### src/rtl/src_control_seq_if.sv
// Control bundle between the Mini SRC sequencer (master) and the datapath (slave).
interface src_control_seq_if;
    logic       run;
    logic [4:0] opcode;
    logic       con_ff;

    logic       incPC, e_PC, e_IR, e_Y, e_Z, e_MDR, e_MAR, e_CON_FF;
    logic       ram_read, ram_write, MDR_read;
    logic       Gra, Grb, Grc, e_Rin, e_Rout, BAout, imm_sel;
    logic [3:0] ALU_op;
    logic [4:0] BusDataSelect;
    logic       instr_done, halted, illegal;

    modport master (
        input  run, opcode, con_ff,
        output incPC, e_PC, e_IR, e_Y, e_Z, e_MDR, e_MAR, e_CON_FF,
        output ram_read, ram_write, MDR_read,
        output Gra, Grb, Grc, e_Rin, e_Rout, BAout, imm_sel,
        output ALU_op, BusDataSelect, instr_done, halted, illegal
    );

    modport slave (
        output run, opcode, con_ff,
        input  incPC, e_PC, e_IR, e_Y, e_Z, e_MDR, e_MAR, e_CON_FF,
        input  ram_read, ram_write, MDR_read,
        input  Gra, Grb, Grc, e_Rin, e_Rout, BAout, imm_sel,
        input  ALU_op, BusDataSelect, instr_done, halted, illegal
    );
endinterface

### src/rtl/src_control_seq.sv
// Hardwired fetch/decode/execute sequencer for the Mini SRC datapath, registered Moore outputs.
// Define SRC_SEQ_STEP_EN to add the single-step input and STEPWAIT parking state.
module src_control_seq #(
    parameter int unsigned MEM_LAT = 1,
    parameter logic [3:0]  ALU_ADD = 4'b0011,
    parameter logic [4:0]  SEL_PC  = 5'b10100,
    parameter logic [4:0]  SEL_MDR = 5'b10101,
    parameter logic [4:0]  SEL_ZLO = 5'b10011,
    parameter logic [4:0]  SEL_C   = 5'b11000
) (
    input logic clock,
    input logic clear,
`ifdef SRC_SEQ_STEP_EN
    input logic step,
`endif
    src_control_seq_if.master bus
);

    localparam logic [4:0] OpLd   = 5'b00000;
    localparam logic [4:0] OpLdi  = 5'b00001;
    localparam logic [4:0] OpSt   = 5'b00010;
    localparam logic [4:0] OpAdd  = 5'b00011;
    localparam logic [4:0] OpBr   = 5'b10011;
    localparam logic [4:0] OpNop  = 5'b11010;
    localparam logic [4:0] OpHalt = 5'b11011;
    localparam logic [3:0] LatInit = 4'(MEM_LAT - 1);

    typedef enum logic [4:0] {
        StIdle, StF0, StF1, StF2, StF3, StDec,
        StLdiE0, StLdiE1, StLdiE2,
        StLdE0, StLdE1, StLdE2, StLdE3, StLdE4, StLdE5,
        StStE0, StStE1, StStE2, StStE3, StStE4,
        StAddE0, StAddE1, StAddE2,
        StBrE0, StBrE1, StBrE2, StBrE3,
        StNop, StHalted
`ifdef SRC_SEQ_STEP_EN
        , StStepWait
`endif
    } state_e;

    typedef struct packed {
        logic       incpc, e_pc, e_ir, e_y, e_z, e_mdr, e_mar, e_con_ff;
        logic       ram_read, ram_write, mdr_read;
        logic       gra, grb, grc, e_rin, e_rout, baout, imm_sel;
        logic [3:0] alu_op;
        logic [4:0] bus_sel;
        logic       instr_done, halted, illegal;
    } ctrl_t;

    state_e     state_q, state_d;
    logic [3:0] cnt_q, cnt_d;
    ctrl_t      ctrl_q, ctrl_d;
    logic       instr_end;
`ifdef SRC_SEQ_STEP_EN
    logic       step_q;
`endif

    // The constant reaches the bus through imm_sel, so no state drives SEL_C.
    logic unused_params;
    assign unused_params = ^SEL_C;

    always_ff @(posedge clock) begin
        if (clear) begin
            state_q <= StIdle;
            cnt_q   <= '0;
            ctrl_q  <= '0;
`ifdef SRC_SEQ_STEP_EN
            step_q  <= 1'b0;
`endif
        end else begin
            state_q <= state_d;
            cnt_q   <= cnt_d;
            ctrl_q  <= ctrl_d;
`ifdef SRC_SEQ_STEP_EN
            step_q  <= step;
`endif
        end
    end

    always_comb begin
        state_d   = state_q;
        cnt_d     = cnt_q;
        instr_end = 1'b0;
        unique case (state_q)
            StIdle:  if (bus.run) state_d = StF0;
            StF0:    begin state_d = StF1; cnt_d = LatInit; end
            StF1:    if (cnt_q == '0) state_d = StF2; else cnt_d = cnt_q - 4'd1;
            StF2:    state_d = StF3;
            StF3:    state_d = StDec;
            StDec: begin
                case (bus.opcode)
                    OpLd:    state_d = StLdE0;
                    OpLdi:   state_d = StLdiE0;
                    OpSt:    state_d = StStE0;
                    OpAdd:   state_d = StAddE0;
                    OpBr:    state_d = StBrE0;
                    OpHalt:  state_d = StHalted;
                    default: state_d = StNop;
                endcase
            end
            StLdiE0: state_d = StLdiE1;
            StLdiE1: state_d = StLdiE2;
            StLdE0:  state_d = StLdE1;
            StLdE1:  state_d = StLdE2;
            StLdE2:  begin state_d = StLdE3; cnt_d = LatInit; end
            StLdE3:  if (cnt_q == '0) state_d = StLdE4; else cnt_d = cnt_q - 4'd1;
            StLdE4:  state_d = StLdE5;
            StStE0:  state_d = StStE1;
            StStE1:  state_d = StStE2;
            StStE2:  state_d = StStE3;
            StStE3:  begin state_d = StStE4; cnt_d = LatInit; end
            StStE4:  if (cnt_q == '0) instr_end = 1'b1; else cnt_d = cnt_q - 4'd1;
            StAddE0: state_d = StAddE1;
            StAddE1: state_d = StAddE2;
            StBrE0:  state_d = StBrE1;
            StBrE1:  state_d = StBrE2;
            StBrE2:  state_d = StBrE3;
            StLdiE2, StLdE5, StAddE2, StBrE3, StNop: instr_end = 1'b1;
            StHalted: state_d = StHalted;
`ifdef SRC_SEQ_STEP_EN
            StStepWait: if (step && !step_q) state_d = bus.run ? StF0 : StIdle;
`endif
            default: state_d = StIdle;
        endcase
        if (instr_end) begin
`ifdef SRC_SEQ_STEP_EN
            state_d = StStepWait;
`else
            state_d = bus.run ? StF0 : StIdle;
`endif
        end
    end

    // Outputs are decoded from the next state so they register in step with it.
    always_comb begin
        ctrl_d = '0;
        unique case (state_d)
            StF0: begin ctrl_d.bus_sel = SEL_PC; ctrl_d.e_mar = 1'b1; ctrl_d.incpc = 1'b1; end
            StF1, StLdE3: ctrl_d.ram_read = 1'b1;
            StF2, StLdE4: begin ctrl_d.mdr_read = 1'b1; ctrl_d.e_mdr = 1'b1; end
            StF3: begin ctrl_d.bus_sel = SEL_MDR; ctrl_d.e_ir = 1'b1; end
            StLdiE0, StLdE0, StStE0: begin
                ctrl_d.grb = 1'b1; ctrl_d.baout = 1'b1; ctrl_d.e_y = 1'b1;
            end
            StLdiE1, StLdE1, StStE1, StBrE2: begin
                ctrl_d.imm_sel = 1'b1; ctrl_d.alu_op = ALU_ADD; ctrl_d.e_z = 1'b1;
            end
            StLdiE2, StAddE2: begin
                ctrl_d.bus_sel = SEL_ZLO; ctrl_d.gra = 1'b1; ctrl_d.e_rin = 1'b1;
            end
            StLdE2, StStE2: begin ctrl_d.bus_sel = SEL_ZLO; ctrl_d.e_mar = 1'b1; end
            StLdE5: begin ctrl_d.bus_sel = SEL_MDR; ctrl_d.gra = 1'b1; ctrl_d.e_rin = 1'b1; end
            StStE3: begin ctrl_d.gra = 1'b1; ctrl_d.e_rout = 1'b1; ctrl_d.e_mdr = 1'b1; end
            StStE4: ctrl_d.ram_write = 1'b1;
            StAddE0: begin ctrl_d.grb = 1'b1; ctrl_d.e_rout = 1'b1; ctrl_d.e_y = 1'b1; end
            StAddE1: begin
                ctrl_d.grc = 1'b1; ctrl_d.e_rout = 1'b1;
                ctrl_d.alu_op = ALU_ADD; ctrl_d.e_z = 1'b1;
            end
            StBrE0: begin ctrl_d.gra = 1'b1; ctrl_d.e_rout = 1'b1; ctrl_d.e_con_ff = 1'b1; end
            StBrE1: begin ctrl_d.bus_sel = SEL_PC; ctrl_d.e_y = 1'b1; end
            StBrE3: begin ctrl_d.bus_sel = SEL_ZLO; ctrl_d.e_pc = bus.con_ff; end
            StHalted: ctrl_d.halted = 1'b1;
            default: ;
        endcase
        unique case (state_d)
            StLdiE2, StLdE5, StAddE2, StBrE3, StNop: ctrl_d.instr_done = 1'b1;
            StStE4:  ctrl_d.instr_done = (cnt_d == '0);
            default: ;
        endcase
        ctrl_d.illegal = (state_q == StDec) && (state_d == StNop) && (bus.opcode != OpNop);
    end

    assign bus.incPC         = ctrl_q.incpc;
    assign bus.e_PC          = ctrl_q.e_pc;
    assign bus.e_IR          = ctrl_q.e_ir;
    assign bus.e_Y           = ctrl_q.e_y;
    assign bus.e_Z           = ctrl_q.e_z;
    assign bus.e_MDR         = ctrl_q.e_mdr;
    assign bus.e_MAR         = ctrl_q.e_mar;
    assign bus.e_CON_FF      = ctrl_q.e_con_ff;
    assign bus.ram_read      = ctrl_q.ram_read;
    assign bus.ram_write     = ctrl_q.ram_write;
    assign bus.MDR_read      = ctrl_q.mdr_read;
    assign bus.Gra           = ctrl_q.gra;
    assign bus.Grb           = ctrl_q.grb;
    assign bus.Grc           = ctrl_q.grc;
    assign bus.e_Rin         = ctrl_q.e_rin;
    assign bus.e_Rout        = ctrl_q.e_rout;
    assign bus.BAout         = ctrl_q.baout;
    assign bus.imm_sel       = ctrl_q.imm_sel;
    assign bus.ALU_op        = ctrl_q.alu_op;
    assign bus.BusDataSelect = ctrl_q.bus_sel;
    assign bus.instr_done    = ctrl_q.instr_done;
    assign bus.halted        = ctrl_q.halted;
    assign bus.illegal       = ctrl_q.illegal;

endmodule

### src/flat_wrapper.sv
// flat-port wrapper written by rule: the top's interface ports become plain ports
module src_control_seq_flat 
#(
    parameter int unsigned MEM_LAT = 1,
    parameter logic [3:0]  ALU_ADD = 4'b0011,
    parameter logic [4:0]  SEL_PC  = 5'b10100,
    parameter logic [4:0]  SEL_MDR = 5'b10101,
    parameter logic [4:0]  SEL_ZLO = 5'b10011,
    parameter logic [4:0]  SEL_C   = 5'b11000
)
  (clock, clear, bus_run, bus_opcode, bus_con_ff, bus_incPC, bus_e_PC, bus_e_IR, bus_e_Y, bus_e_Z, bus_e_MDR, bus_e_MAR, bus_e_CON_FF, bus_ram_read, bus_ram_write, bus_MDR_read, bus_Gra, bus_Grb, bus_Grc, bus_e_Rin, bus_e_Rout, bus_BAout, bus_imm_sel, bus_ALU_op, bus_BusDataSelect, bus_instr_done, bus_halted, bus_illegal);
  src_control_seq_if bus_i ();
  input logic clock;
  input logic clear;
  input wire logic [$bits(bus_i.run)-1:0] bus_run;
  input wire logic [$bits(bus_i.opcode)-1:0] bus_opcode;
  input wire logic [$bits(bus_i.con_ff)-1:0] bus_con_ff;
  output wire logic [$bits(bus_i.incPC)-1:0] bus_incPC;
  output wire logic [$bits(bus_i.e_PC)-1:0] bus_e_PC;
  output wire logic [$bits(bus_i.e_IR)-1:0] bus_e_IR;
  output wire logic [$bits(bus_i.e_Y)-1:0] bus_e_Y;
  output wire logic [$bits(bus_i.e_Z)-1:0] bus_e_Z;
  output wire logic [$bits(bus_i.e_MDR)-1:0] bus_e_MDR;
  output wire logic [$bits(bus_i.e_MAR)-1:0] bus_e_MAR;
  output wire logic [$bits(bus_i.e_CON_FF)-1:0] bus_e_CON_FF;
  output wire logic [$bits(bus_i.ram_read)-1:0] bus_ram_read;
  output wire logic [$bits(bus_i.ram_write)-1:0] bus_ram_write;
  output wire logic [$bits(bus_i.MDR_read)-1:0] bus_MDR_read;
  output wire logic [$bits(bus_i.Gra)-1:0] bus_Gra;
  output wire logic [$bits(bus_i.Grb)-1:0] bus_Grb;
  output wire logic [$bits(bus_i.Grc)-1:0] bus_Grc;
  output wire logic [$bits(bus_i.e_Rin)-1:0] bus_e_Rin;
  output wire logic [$bits(bus_i.e_Rout)-1:0] bus_e_Rout;
  output wire logic [$bits(bus_i.BAout)-1:0] bus_BAout;
  output wire logic [$bits(bus_i.imm_sel)-1:0] bus_imm_sel;
  output wire logic [$bits(bus_i.ALU_op)-1:0] bus_ALU_op;
  output wire logic [$bits(bus_i.BusDataSelect)-1:0] bus_BusDataSelect;
  output wire logic [$bits(bus_i.instr_done)-1:0] bus_instr_done;
  output wire logic [$bits(bus_i.halted)-1:0] bus_halted;
  output wire logic [$bits(bus_i.illegal)-1:0] bus_illegal;
  assign bus_i.run = bus_run;
  assign bus_i.opcode = bus_opcode;
  assign bus_i.con_ff = bus_con_ff;
  assign bus_incPC = bus_i.incPC;
  assign bus_e_PC = bus_i.e_PC;
  assign bus_e_IR = bus_i.e_IR;
  assign bus_e_Y = bus_i.e_Y;
  assign bus_e_Z = bus_i.e_Z;
  assign bus_e_MDR = bus_i.e_MDR;
  assign bus_e_MAR = bus_i.e_MAR;
  assign bus_e_CON_FF = bus_i.e_CON_FF;
  assign bus_ram_read = bus_i.ram_read;
  assign bus_ram_write = bus_i.ram_write;
  assign bus_MDR_read = bus_i.MDR_read;
  assign bus_Gra = bus_i.Gra;
  assign bus_Grb = bus_i.Grb;
  assign bus_Grc = bus_i.Grc;
  assign bus_e_Rin = bus_i.e_Rin;
  assign bus_e_Rout = bus_i.e_Rout;
  assign bus_BAout = bus_i.BAout;
  assign bus_imm_sel = bus_i.imm_sel;
  assign bus_ALU_op = bus_i.ALU_op;
  assign bus_BusDataSelect = bus_i.BusDataSelect;
  assign bus_instr_done = bus_i.instr_done;
  assign bus_halted = bus_i.halted;
  assign bus_illegal = bus_i.illegal;
  src_control_seq #(.MEM_LAT(MEM_LAT), .ALU_ADD(ALU_ADD), .SEL_PC(SEL_PC), .SEL_MDR(SEL_MDR), .SEL_ZLO(SEL_ZLO), .SEL_C(SEL_C)) u_core (.clock(clock), .clear(clear), .bus(bus_i));
endmodule
### config.mk
export PLATFORM = sky130hd
export DESIGN_NAME = src_control_seq_flat
export DESIGN_NICKNAME = d
export VERILOG_FILES = /design/src/rtl/src_control_seq_if.sv /design/src/rtl/src_control_seq.sv /design/src/flat_wrapper.sv
export SDC_FILE = /design/constraint.sdc
export NUM_CORES = 1
export LEC_CHECK = 0
export BUFFER_PORTS_ARGS = -buffer_cell sky130_fd_sc_hd__buf_2
export CAP_MARGIN = 15
export CORE_ASPECT_RATIO = 0.9
export CORE_MARGIN = 10
export CORE_UTILIZATION = 59
export DETAILED_ROUTE_END_ITERATION = 6
export PLACE_DENSITY_LB_ADDON = 0.3
export SYNTH_ARGS = -nofsm -noshare
export SYNTH_HDL_FRONTEND = slang
export SYNTH_SLANG_ARGS = --single-unit
### constraint.sdc
create_clock -name clock -period 4.23 [get_ports clock]
set_clock_uncertainty 0.15 [all_clocks]
set_input_delay 0.846 -clock clock [delete_from_list [all_inputs] [get_ports clock]]
set_output_delay 0.846 -clock clock [all_outputs]
set_load 0.01 [all_outputs]
==> results.yml, run 1 <==
status:
  outcome: "finished clean"
yosys:
  syn_area_mm2: 0.00205
  yosys.area.top_type: "dfxtp_1"
  async_flop_share_pct: 0
  synth_cell_types: 67
  synth-edff-count: 0
  syn_avg_cell_area_um2: 8.12
  yosys_warnings: 0
  syn_inst: 253
  synthFlopType: "dfxtp_1"
  ys_seq_area_share_pct: 33.2
  synth_seq_cells: 34
  synthTopCellsByArea: "dfxtp_1 33%, nor2_1 4.8%, nand2_1 3.7%"
  synth_top_area_share_pct: 33.2
worst_setup_path:
  arrival_ps: 3100
  crit_family: "flip-flops"
  path_cells: "or3b_4 -> a211oi_4 -> a221oi_2 -> a21bo_1 -> nand2_1 -> mux2_2 -> o221ai_2"
  critical-path-slowest-cell: "dfxtp_1"
  path_buf_inv: 0
  path_max_fanout: 26
  reg2reg_slack_ps: 1180
  max_stage_delay_ps: 850
  path_class: "flop to flop"
  cp-end-kind: "flop"
  worstPathRequired_ps: 4280
  critPathLaunchType: "flop"
power:
  p_int_mw: 0.547
  clkPwrFrac_pct: 29.8
  p_leak_nw: 0.974
  powerDensity_mw_per_mm2: 353
  p_seq_share_pct: 45.6
  p_comb_share_pct: 24.6
  p_switching_mw: 0.253
  switching_share_pct: 31.6
  ir_drop_mv: 0.355
clock_tree:
  clkTransAtPathRegs_ps: 60
  cts_setup_buffers: 0
  ctsLongestPathBuffers: 2
  cts_max_level: 2
  cts.repair.resized: 0
  cts_buffers: 5
  cts_sinks: 34
  cts_root_buffer: "clkbuf_8"
  clock_latency_ps: 280
  cts_tree: "done"
  hold_buffers: 0
layout:
  regMostFlops: "u_core.state_q"
  final_common_cell: "buf_2"
  most-common-layout-cells: "35 x buf_2, 34 x dfxtp_1, 26 x nor2_1"
  drive_gt1_share_pct: 20.5
  n_fill_cell: 308
  fin_nets: 287
  instances_no_fill: 322
  syn2layout_area_growth_pct: 10.4
  insertedDiodeCount: 0
  largest_reg_flops: 5
timing:
  setup_tns_ps: 0
  period_share_pct: 72.2
  min_period_ps: 3050
  fin_ws_ps: 1180
  worst_slew_pin_slew_ps: 810
  slew_viol_final: 0
  rsz0062_at_grt: "false"
  fmax_mhz: 328
  finalHoldViolCount: 0
  max_slew_margin_pct: 45.9
  setup_viol: 0
floorplan:
  rows: 20
  die_x_um: 82.2
  initial_utilization_pct: 61.2
  core_area_mm2: 0.00335
  die_h_um: 76.0
  num_io_pins: 39
  dieArea_mm2: 0.00624
route:
  routed-via-count: 1978
  ant_nets: 0
  routedWlPerCell_um: 16.1
  drt_iter0_markers: 261
  drt-vias-per-instance: 6.14
  drt-pass1-iter-count: 4
  drc: 0
  wl_um: 5200
place:
  numPortBuffers: 35
  pre_cts_slack_ps: 1120
  hpwlAfterDp_um: 3840
  routabilityCongestion: 0.950
  place_inst: 314
grt:
  grt_overflow: 0
  grt_usage_pct: 16.4
  antenna_found_initial: 0
  grt_pass1_wl_um: 8550
  grt_pass1_vias: 1802
  grt_max_degree: 27
job:
  drv_cap: 0
worst_hold_path:
  hold_path.class: "flop to flop"
[synthesized netlist by cell type, drive strengths merged, types with 2 or more instances]
cell type and number:
nor2b 3, or3 2, and2 5, a41oi 2
and3 3, xnor2 2, o21a 3, nand3 8
o221ai 3, a21o 3, o22ai 4, buf 16
a21oi 8, dfxtp 34, or3b 5, a2bb2oi 2
inv 9, or2 2, nand3b 3, clkbuf 4
nor4 2, nor3 6, nor2 26, o21bai 3
nand2b 9, a211oi 6, o21ai 15, xor2 2
nand2 20, a31oi 2, nor3b 3, nand4b 2
a32oi 2, a211o 2, o211ai 3, mux2 2
or4 3, nand4 2, and4 2
[metal layers]
layer / vias up / share of wire [%] / track usage, %
li1: 972 / - / -
met1: 917 / 43 / 21.1
met2: 81 / 46 / 24.3
met3: 8 / 10 / 6.25
met4: 0 / 0.83 / 4.93
met5: - / 0 / 0
[worst paths after layout]
kind / from / to / depth (start not counted)
min reg2reg: u_core.cnt_q[1] / u_core.cnt_q[1] / 2
max: u_core.state_q[1] / u_core.bus.ALU_op[0] / 7
min: u_core.cnt_q[1] / u_core.cnt_q[1] / 2
max reg2reg: u_core.state_q[1] / u_core.bus.ALU_op[0] / 7
[final cells by class]
type	count	area [um^2]	area share (%)
tap	44	55.1	2.43
timing repair buffer	35	175	7.73
multi-input combinational	192	1230	54.3
inverter	9	33.8	1.49
clock buffer	7	86.3	3.81
clock inverter	1	5.00	0.221
sequential	34	681	30.0
[per-stage QoR]
stage	utilization, %	instance area, um^2	power [mW]	hold WS [ps]
after detailed placement	64.9	2170	0.562	389
after global routing	67.6	2270	0.840	470
final	67.6	2270	0.799	397
after floorplan	-	2060	0.519	351
after global placement	64.9	2170	0.561	386
after CTS	67.6	2270	0.800	399
[kinds of logic after synthesis]
kind of cell | after synthesis | share of synthesized area [%]
buf+inv | 29 | 7.31
mux | 3 | 1.58
xor+xnor | 4 | 1.71
compound gates | 73 | 26.6
fa+ha+maj | 1 | 0.609
other cells | 1 | 0.183
simple gates | 108 | 28.8
flops | 34 | 33.2
[tightest hold or removal path: stages, from the launching register on]
cell     delay [ps]
dfxtp_1         330
a21oi_1         130
nor2_1           40
[power by group through the flow]
stage | Combinational, mW | Clock, mW | Sequential (mW)
6_report | 0.196 | 0.238 | 0.364
5_1_grt | 0.216 | 0.256 | 0.368
4_1_cts | 0.193 | 0.243 | 0.364
3_5_place_dp | 0.191 | 0 | 0.370
3_3_place_gp | 0.192 | 0 | 0.370
2_1_floorplan | 0.161 | 0 | 0.358
Power figures use the tool's default switching activity.
==> run 2: changes to the inputs <==
--- a/config.mk
+++ b/config.mk
@@ -9,7 +9,7 @@
 export CAP_MARGIN = 15
 export CORE_ASPECT_RATIO = 0.9
 export CORE_MARGIN = 10
-export CORE_UTILIZATION = 59
+export CORE_UTILIZATION = 50
 export DETAILED_ROUTE_END_ITERATION = 6
 export PLACE_DENSITY_LB_ADDON = 0.3
 export SYNTH_ARGS = -nofsm -noshare
==> constraint.sdc (replaced) <==
create_clock -name clock -period 2.6 [get_ports clock]
set_clock_uncertainty 0.15 [all_clocks]
set_input_delay 0.52 -clock clock [delete_from_list [all_inputs] [get_ports clock]]
set_output_delay 0.52 -clock clock [all_outputs]
set_load 0.01 [all_outputs]
==> run 2 against run 1 <==
- sequential share of layout area fell by 3.6 points
- combinational power increased by 140%
- largest cell class unchanged
- first-iteration DRC count up 23%
- flip-flop and latch count is the same
- final area grew 16%
- die area is 13% higher
- largest power group unchanged
- cell count grew 13%
==> results.yml, run 2 (synthesis gave the netlist of run 1 again) <==
layout:
  fin_nets: 327
  insertedDiodeCount: 0
  largest_reg_flops: 5
  final_common_cell: "buf_4"
  regMostFlops: "u_core.state_q"
  syn2layout_area_growth_pct: 27.5
  drive_gt1_share_pct: 34.4
  final_area_mm2: 0.00262
  multi_input_area_mm2: 0.00127
  n_fill_cell: 348
  most-common-layout-cells: "39 x buf_4, 35 x buf_2, 29 x dfxtp_1"
  layout.area.seq_um2: 692
grt:
  met2_usage_pct: 25.1
  grt_pass1_vias: 2021
  top_usage_layer: "met2"
  grt_util_met1_pct: 20.8
  grt_usage_pct: 16.1
  grt_pass1_wl_um: 9380
  grt_util_met3_pct: 5.30
  grt_max_degree: 18
  grt_overflow: 0
  antenna_found_initial: 0
worst_setup_path:
  critical-path-slowest-cell: "or4_4"
  reg2reg_slack_ps: 90
  crit_family: "simple AND/OR/NAND/NOR gates"
  r2r-start: "u_core.state_q[0]"
  ff2ff_path_depth: 8
  worstPathRequired_ps: 2650
  path_cells: "buf_4 -> nor2_1 -> o21ai_0 -> o21ai_1 -> nand3b_1 -> or4_4 -> o21a_1 -> a22oi_1"
  path_buf_inv: 1
  cp-end-kind: "flop"
  timing.rr.end: "u_core.bus.e_Rout"
  critPathLaunchType: "flop"
  arrival_ps: 2560
  path_max_fanout: 11
  path_class: "flop to flop"
  max_stage_delay_ps: 560
power:
  p_seq_share_pct: 41.1
  powerDensity_mw_per_mm2: 533
  p_int_mw: 0.957
  p_leak_nw: 1.17
  ir_drop_mv: 0.335
  p_switching_mw: 0.439
  p_comb_share_pct: 33.5
  switching_share_pct: 31.4
  p_total_mw: 1.40
  clkPwrFrac_pct: 25.4
floorplan:
  dieArea_mm2: 0.00707
  num_io_pins: 39
  rows: 22
  core_area_mm2: 0.00402
  initial_utilization_pct: 51.1
  die_h_um: 80.8
  die_x_um: 87.5
timing:
  period_share_pct: 96.5
  max_slew_margin_pct: 45.0
  fin_ws_ps: 90.7
  worst_slew_pin_slew_ps: 814
  slew_viol_final: 0
  hold_ws_ps: 312
  setup_viol: 0
  min_period_ps: 2510
  setup_tns_ps: 0
  finalHoldViolCount: 0
  fmax_mhz: 399
place:
  placed_area_mm2: 0.00248
  pre_cts_slack_ps: -51.6
  numPortBuffers: 35
  routabilityCongestion: 0.950
  hpwlAfterDp_um: 4280
worst_hold_path:
  worst_hold_path.endpoint: "u_core.bus.e_PC"
  hold_start: "bus_con_ff"
  hold_path.class: "input port to flop"
  whs_path_depth: 2
route:
  ant_nets: 0
  drc: 0
  drt_iter0_markers: 320
  routedWlPerCell_um: 15.9
  routed-via-count: 2150
  drt-pass1-iter-count: 5
  drt-vias-per-instance: 5.89
  wl_um: 5810
clock_tree:
  ctsLongestPathBuffers: 2
  clock_latency_ps: 280
  clkTransAtPathRegs_ps: 60
  cts_root_buffer: "clkbuf_8"
  cts_max_level: 2
  hold_buffers: 0
  cts_tree: "done"
  cts_sinks: 34
  cts_buffers: 5
job:
  drv_cap: 0
status:
  outcome: "finished clean"
run 2: changes by cell type in the layout (fill, tap and decap cells not counted), sizes merged:
cell / before / now
buf: 35 / 75
clkinv: 1 / 0
run 2: cell type report:
class / count / share of cell area (%)
flip-flops and latches: 34 / 26.4
inverters: 9 / 1.29
multi-input cells: 192 / 48.4
well taps: 48 / 2.29
repair buffers: 75 / 18.6
clock buffers: 7 / 2.92
run 2: metal layers:
metal	vias up	wire length (um)
met5	-	0
met1	1001	2500
met2	92	2710
li1	1048	-
met3	9	531
met4	0	68
run 2: worst max path at each step:
| stage | start | end | slack [ps] | depth (start not counted) |
|---|---|---|---|---|
| final | u_core.state_q[0] | u_core.bus.e_Rout | 90 | 8 |
| after global routing | u_core.state_q[0] | u_core.bus.e_MDR | -7 | 10 |
| after CTS | u_core.state_q[3] | u_core.bus.Gra | 20 | 8 |
| after detailed placement | bus_opcode[2] | u_core.bus.e_Rout | -50 | 8 |
| after global placement | bus_opcode[2] | u_core.bus.e_Rout | -20 | 8 |
| after floorplan | u_core.cnt_q[0] | u_core.bus.Gra | 130 | 10 |
run 2: per-stage QoR:
| step | cells | util [%] |
|---|---|---|
| detailed placement | 357 | 61.8 |
| global placement | 357 | 61.8 |
| floorplan | 255 | - |
| global route | 365 | 65.1 |
| finish | 365 | 65.1 |
| CTS | 364 | 63.9 |
run 2: power by group through the flow:
| stage | Combinational, mW | Sequential [mW] | Clock [mW] |
|---|---|---|---|
| floorplan | 0.262 | 0.583 | 0 |
| global placement | 0.440 | 0.583 | 0 |
| detailed placement | 0.445 | 0.583 | 0 |
| CTS | 0.449 | 0.573 | 0.364 |
| global route | 0.507 | 0.578 | 0.388 |
| finish | 0.468 | 0.573 | 0.355 |
run 2: what timing repair did:
| action | CTS | global route |
|---|---|---|
| resized for setup | 3 | 16 |
| setup endpoints to repair | 5 | 19 |
| buffers inserted | 0 | 1 |
| pin swaps | 0 | 1 |
| hold endpoints to repair | 0 | 0 |
